===== src/rtl/shift_pkg.sv =====
// Shared types and helpers for the pipelined shift unit: op encodings,
// per-stage level count, and the bit-reverse used around the left-shift core.
package shift_pkg;

    typedef enum logic [2:0] {
        OP_SLL = 3'd0,
        OP_SRL = 3'd1,
        OP_SRA = 3'd2,
        OP_ROL = 3'd3,
        OP_ROR = 3'd4
    } shift_op_t;

    localparam int MAX_XLEN = 64;

    // Number of shamt bits (mux levels) each register stage resolves.
    function automatic int levels_per_stage(input int shw, input int stages);
        return (shw + stages - 1) / stages;
    endfunction

    // Mirrors the low n bits of x; bits above n come back as zero.
    function automatic logic [MAX_XLEN-1:0] bit_reverse(input logic [MAX_XLEN-1:0] x, input int n);
        logic [MAX_XLEN-1:0] r;
        r = '0;
        for (int i = 0; i < n; i++) begin
            r[i] = x[n-1-i];
        end
        return r;
    endfunction

endpackage


===== src/rtl/shift_stage.sv =====
// One register stage of the shift pipe: applies shamt bits [LO .. LO+L-1]
// as left-shift mux levels, then registers value, fill, op, tag and shamt.
module shift_stage
    import shift_pkg::*;
#(
    parameter int VW    = 32,
    parameter int SHW   = 5,
    parameter int TAG_W = 5,
    parameter int LO    = 0,
    parameter int L     = 1
) (
    input  logic             clk,
    input  logic             reset,
    input  logic             flush,
    input  logic             i_valid,
    input  logic             i_down_adv,
    output logic             o_adv,
    input  logic [VW-1:0]    i_value,
    input  logic             i_fill,
    input  shift_op_t        i_op,
    input  logic [TAG_W-1:0] i_tag,
    input  logic [SHW-1:0]   i_shamt,
    output logic             o_valid,
    output logic [VW-1:0]    o_value,
    output logic             o_fill,
    output shift_op_t        o_op,
    output logic [TAG_W-1:0] o_tag,
    output logic [SHW-1:0]   o_shamt
);

    // Pad so the last stage may own fewer than L real shamt bits.
    localparam int PW = (LO + L > SHW) ? LO + L : SHW;

    logic             r_valid;
    logic [VW-1:0]    r_value;
    logic             r_fill;
    shift_op_t        r_op;
    logic [TAG_W-1:0] r_tag;
    logic [SHW-1:0]   r_shamt;

    logic [PW-1:0]    w_sh_pad;
    logic [VW-1:0]    w_shifted;
    logic             w_adv;
    logic             w_unused;

    assign w_sh_pad = PW'(i_shamt);
    assign w_unused = ^w_sh_pad;

    always_comb begin
        w_shifted = i_value;
        for (int j = 0; j < L; j++) begin
            if (w_sh_pad[LO+j]) begin
                w_shifted = (w_shifted << (1 << (LO + j)))
                          | (~({VW{1'b1}} << (1 << (LO + j))) & {VW{i_fill}});
            end
        end
    end

    assign w_adv = !r_valid || i_down_adv;
    assign o_adv = w_adv;

    always_ff @(posedge clk) begin
        if (reset) begin
            r_valid <= 1'b0;
            r_value <= '0;
            r_fill  <= 1'b0;
            r_op    <= OP_SLL;
            r_tag   <= '0;
            r_shamt <= '0;
        end else begin
            if (flush) begin
                r_valid <= 1'b0;
            end else if (w_adv) begin
                r_valid <= i_valid;
            end
            if (w_adv && i_valid) begin
                r_value <= w_shifted;
                r_fill  <= i_fill;
                r_op    <= i_op;
                r_tag   <= i_tag;
                r_shamt <= i_shamt;
            end
        end
    end

    assign o_valid = r_valid;
    assign o_value = r_value;
    assign o_fill  = r_fill;
    assign o_op    = r_op;
    assign o_tag   = r_tag;
    assign o_shamt = r_shamt;

endmodule


===== src/rtl/shift_unit_pipe.sv =====
// Pipelined SLL/SRL/SRA shifter with tag passthrough, backpressure and flush.
// Define SHIFT_ROTATE_EN to decode ROL/ROR on a doubled-width {x, x} core.
module shift_unit_pipe
    import shift_pkg::*;
#(
    parameter int XLEN   = 32,
    parameter int STAGES = 2,
    parameter int TAG_W  = 5,
    localparam int SHW   = $clog2(XLEN)
) (
    input  logic             clk,
    input  logic             reset,
    input  logic             flush,
    input  logic             in_valid,
    output logic             in_ready,
    input  shift_op_t        in_op,
    input  logic [XLEN-1:0]  in_data,
    input  logic [SHW-1:0]   in_shamt,
    input  logic [TAG_W-1:0] in_tag,
    output logic             out_valid,
    input  logic             out_ready,
    output logic [XLEN-1:0]  out_result,
    output logic [TAG_W-1:0] out_tag
);

    // Handshake: a transfer happens on a rising edge where valid && ready.
    // ready never depends on valid of the same side; flush overrides acceptance.
`ifdef SHIFT_ROTATE_EN
    localparam int VW = 2 * XLEN;
`else
    localparam int VW = XLEN;
`endif
    localparam int L = levels_per_stage(SHW, STAGES);

    logic [MAX_XLEN-1:0] w_in_rev_full;
    logic [MAX_XLEN-1:0] w_out_rev_full;
    logic [XLEN-1:0]     w_in_rev;
    logic [XLEN-1:0]     w_out_rev;
    logic [XLEN-1:0]     w_hi;
    logic [XLEN-1:0]     w_lo;
    logic [XLEN-1:0]     w_upper;

    logic [VW-1:0]       w_val   [0:STAGES];
    shift_op_t           w_op    [0:STAGES];
    logic [TAG_W-1:0]    w_tag   [0:STAGES];
    logic [SHW-1:0]      w_shamt [0:STAGES];
    logic [STAGES:0]     w_valid;
    logic [STAGES:0]     w_fill;
    logic [STAGES-1:0]   w_adv;
    logic [STAGES-1:0]   w_down;
    logic                w_unused;

    assign w_in_rev_full = bit_reverse(MAX_XLEN'(in_data), XLEN);
    assign w_in_rev      = w_in_rev_full[XLEN-1:0];

    // Right shifts run through the left-shift core on the mirrored operand;
    // w_lo is what slides into the upper half (fill, sign copy or rotate wrap).
    always_comb begin
        w_hi       = in_data;
        w_lo       = '0;
        w_fill[0]  = 1'b0;
        w_shamt[0] = in_shamt;
        case (in_op)
            OP_SLL: ;
            OP_SRL: w_hi = w_in_rev;
            OP_SRA: begin
                w_hi      = w_in_rev;
                w_lo      = {XLEN{in_data[XLEN-1]}};
                w_fill[0] = in_data[XLEN-1];
            end
`ifdef SHIFT_ROTATE_EN
            OP_ROL: w_lo = in_data;
            OP_ROR: begin
                w_hi = w_in_rev;
                w_lo = w_in_rev;
            end
`endif
            default: w_shamt[0] = '0;
        endcase
    end

`ifdef SHIFT_ROTATE_EN
    assign w_val[0] = {w_hi, w_lo};
`else
    assign w_val[0] = w_hi;
`endif
    assign w_valid[0] = in_valid;
    assign w_op[0]    = in_op;
    assign w_tag[0]   = in_tag;

    for (genvar s = 0; s < STAGES; s++) begin : g_stage
        if (s == STAGES - 1) begin : g_last
            assign w_down[s] = out_ready;
        end else begin : g_mid
            assign w_down[s] = w_adv[s+1];
        end

        shift_stage #(
            .VW    (VW),
            .SHW   (SHW),
            .TAG_W (TAG_W),
            .LO    (s * L),
            .L     (L)
        ) u_stage (
            .clk        (clk),
            .reset      (reset),
            .flush      (flush),
            .i_valid    (w_valid[s]),
            .i_down_adv (w_down[s]),
            .o_adv      (w_adv[s]),
            .i_value    (w_val[s]),
            .i_fill     (w_fill[s]),
            .i_op       (w_op[s]),
            .i_tag      (w_tag[s]),
            .i_shamt    (w_shamt[s]),
            .o_valid    (w_valid[s+1]),
            .o_value    (w_val[s+1]),
            .o_fill     (w_fill[s+1]),
            .o_op       (w_op[s+1]),
            .o_tag      (w_tag[s+1]),
            .o_shamt    (w_shamt[s+1])
        );
    end

    assign in_ready = w_adv[0];

    assign w_upper        = w_val[STAGES][VW-1 -: XLEN];
    assign w_out_rev_full = bit_reverse(MAX_XLEN'(w_upper), XLEN);
    assign w_out_rev      = w_out_rev_full[XLEN-1:0];

    always_comb begin
        out_result = w_upper;
        case (w_op[STAGES])
            OP_SRL, OP_SRA: out_result = w_out_rev;
`ifdef SHIFT_ROTATE_EN
            OP_ROR: out_result = w_out_rev;
`endif
            default: ;
        endcase
    end

    assign out_valid = w_valid[STAGES];
    assign out_tag   = w_tag[STAGES];

    assign w_unused = ^{w_in_rev_full, w_out_rev_full, w_lo, w_val[STAGES],
                        w_fill[STAGES], w_shamt[STAGES]};

endmodule


===== config.mk =====
export PLATFORM = sky130hd
export DESIGN_NAME = shift_unit_pipe
export DESIGN_NICKNAME = d
export VERILOG_FILES = /design/src/rtl/shift_pkg.sv /design/src/rtl/shift_stage.sv /design/src/rtl/shift_unit_pipe.sv
export SDC_FILE = /design/constraint.sdc
export NUM_CORES = 1
export LEC_CHECK = 0
export ABC_AREA = 1
export CAP_MARGIN = 20
export CORE_AREA = 3 3 107 109
export CTS_CLUSTER_DIAMETER = 120
export DETAILED_ROUTE_END_ITERATION = 16
export DIE_AREA = 0 0 110 112
export HOLD_SLACK_MARGIN = 0.08
export PLACE_DENSITY = 0.89
export SETUP_SLACK_MARGIN = 0.1
export SKIP_CTS_REPAIR_TIMING = 1
export SKIP_LAST_GASP = 1
export SLEW_MARGIN = 20
export SYNTH_ARGS = -nofsm -noshare
export SYNTH_HDL_FRONTEND = slang
export SYNTH_HIERARCHICAL = 1
export SYNTH_SLANG_ARGS = --single-unit

===== constraint.sdc =====
create_clock -name clk -period 4 [get_ports clk]
set_input_delay 0.8 -clock clk [delete_from_list [all_inputs] [get_ports clk]]
set_output_delay 0.8 -clock clk [all_outputs]
set_load 0.1 [all_outputs]

==> flow_summary.yaml <==
floorplanning:
  die_x_um: 110
  dieArea_um2: 12300
  fp-row-count: 38
  core_area_um2: 10700
  start_util: 0.567
  fp.dieH_um: 112
  ios: 89
yosys:
  synth_warnings: 6
  netlist_instances: 1017
  syn_nets: 1067
  syn-cell-area_um2: 6060
  syn_area_per_cell_um2: 5.96
cts:
  clkTransAtPathRegs_ns: 0.09
  cts_sinks: 85
  clk_latency_ns: 0.37
  clock-root-buffer: "clkbuf_8"
  cts_buffers: 9
  tritoncts: "done"
  h-tree-depth: 3
  clock_path_buffers: 2
critical_path:
  crit_top_cell: "nand3_1"
  path_cells: "clkdlybuf4s50_1 > inv_2 > nand2_1 > nor2_2 > inv_2 > nand3_1 > nand3_1 > nand3_1 > nand2_1 > inv_1"
  worstReg2RegStart: "g_stage[1].u_stage/o_valid"
  crit_slowest_cell: "clkdlybuf4s50_1"
  critPathMaxStageDelay_ns: 0.45
  reg2reg_slack_ns: 1.93
  path_max_fanout: 34
  critPathLaunch: "in_op[2]"
  cp-end-kind: "flip-flop"
  critPathCapture: "g_stage[0].u_stage/o_value[4]"
  arrival_ns: 3.25
  cp-start-kind: "primary input"
  critPathKind: "in2reg"
  required_ns: 4.31
  rr_worst_depth: 9
  reg2reg_to: "g_stage[0].u_stage/o_value[7]"
timing:
  period_share: 0.736
  finalHoldViolCount: 0
  drv_slew: 0
  fin_worst_skew_ns: 0.0172
  period_minus_slack_ns: 2.95
  fin_ws_ns: 1.05
  finalSetupTns_ns: 0
  finalSetupViolCount: 0
  rsz0062_at_grt: "no"
  max_slew_margin: 0.357
  max_freq_mhz: 340
  tightest_slew_ns: 0.961
placed_design:
  gp_congestion: 0.964
  dp_slack_ns: 0.746
  port_buffers: 88
  hpwl_mm: 11.7
detailed_routing:
  postRouteAntennaNets: 0
  vias: 6621
  drt_first_pass_iters: 5
  wl_per_cell_um: 13.4
  drc: 0
  drtIter0Drc: 737
  avgViaCountPerCell: 5.54
  drt-total-wl_mm: 16.1
power:
  powerDensity_nw_per_um2: 324
  p_total_uw: 2210
  irDropWorstVdd_uv: 161
  power.leakage_uw: 0.00341
global_routing:
  grt_max_degree: 47
  grt_usage: 0.267
  antenna_found_initial: 0
  grt_first_pass_wirelength_mm: 27.3
  grt_overflow_total: 0
  grt_pass1_vias: 5893
hold_path:
  worstHoldStart: "g_stage[1].u_stage/o_tag[3]"
  hold_path_class: "reg2reg"
job:
  cap_violations: 0
cells_and_area:
  post-route-util: 0.639
  antenna_cells: 0
  syn_to_final_growth_pct: 12.6
  final_cell_mix: "nand2_1 (378), nand3_1 (177), dfxtp_1 (85)"
  drive_above_1_share: 0.110
  mostFrequentLayoutCell: "nand2_1"
  final_nets: 1100
status:
  outcome: "finished, final reports clean"
-- report_power, final --
part           switching (uW)  internal, uW  total [uW]
Sequential               46.3           898         944
Clock                     340           237         578
Combinational             478           210         688
-- final cells by class --
| type | instances | area (um2) |
|---|---|---|
| sequential | 85 | 1700 |
| fill | 1032 | 3870 |
| tap | 140 | 175 |
| clock inverter | 6 | 52.6 |
| inverter | 87 | 334 |
| timing repair buffer | 98 | 873 |
| clock buffer | 10 | 128 |
| multi-input combinational | 769 | 3570 |
-- worst max-delay path: cells and delay by family --
kind                   cells  cell delay (ns)
buffers and inverters      4             1.26
and+or+nand+nor            6             1.17
-- per-layer routing --
metal | wire length [um] | vias up | global-route usage
met4 | 478 | 0 | 0.0973
met2 | 7510 | 259 | 0.424
met3 | 1040 | 44 | 0.0464
met5 | 0 | - | 0
met1 | 7040 | 2943 | 0.360
li1 | - | 3375 | -
-- registers in the layout (all words and copies together) (netlist names) --
signal,flops
g_stage.u_stage/o_op,6
g_stage.u_stage/o_valid,2
g_stage.u_stage/o_value,64
g_stage.u_stage/o_shamt,2
g_stage.u_stage/o_tag,10
g_stage.u_stage/o_fill,1
-- worst min-delay path by stage --
stage	slack, ns	cells past startpoint	to
after floorplan	0.45	2	g_stage[0].u_stage/o_tag[4]
after global placement	0.46	2	g_stage[0].u_stage/o_tag[3]
after detailed placement	0.47	2	g_stage[1].u_stage/o_tag[2]
after CTS	0.49	2	g_stage[1].u_stage/o_value[16]
after global routing	0.50	2	g_stage[1].u_stage/o_value[17]
final	0.49	2	g_stage[1].u_stage/o_tag[3]
-- through the flow --
stage          instance area [um2]  instances  hold slack, ns
2_1_floorplan                 6060       1017           0.449
3_3_place_gp                  6650       1179           0.461
3_5_place_dp                  6650       1179           0.472
4_1_cts                       6830       1195           0.491
5_1_grt                       6830       1195           0.504
6_report                      6830       1195           0.489
Power figures use the tool's default switching activity.
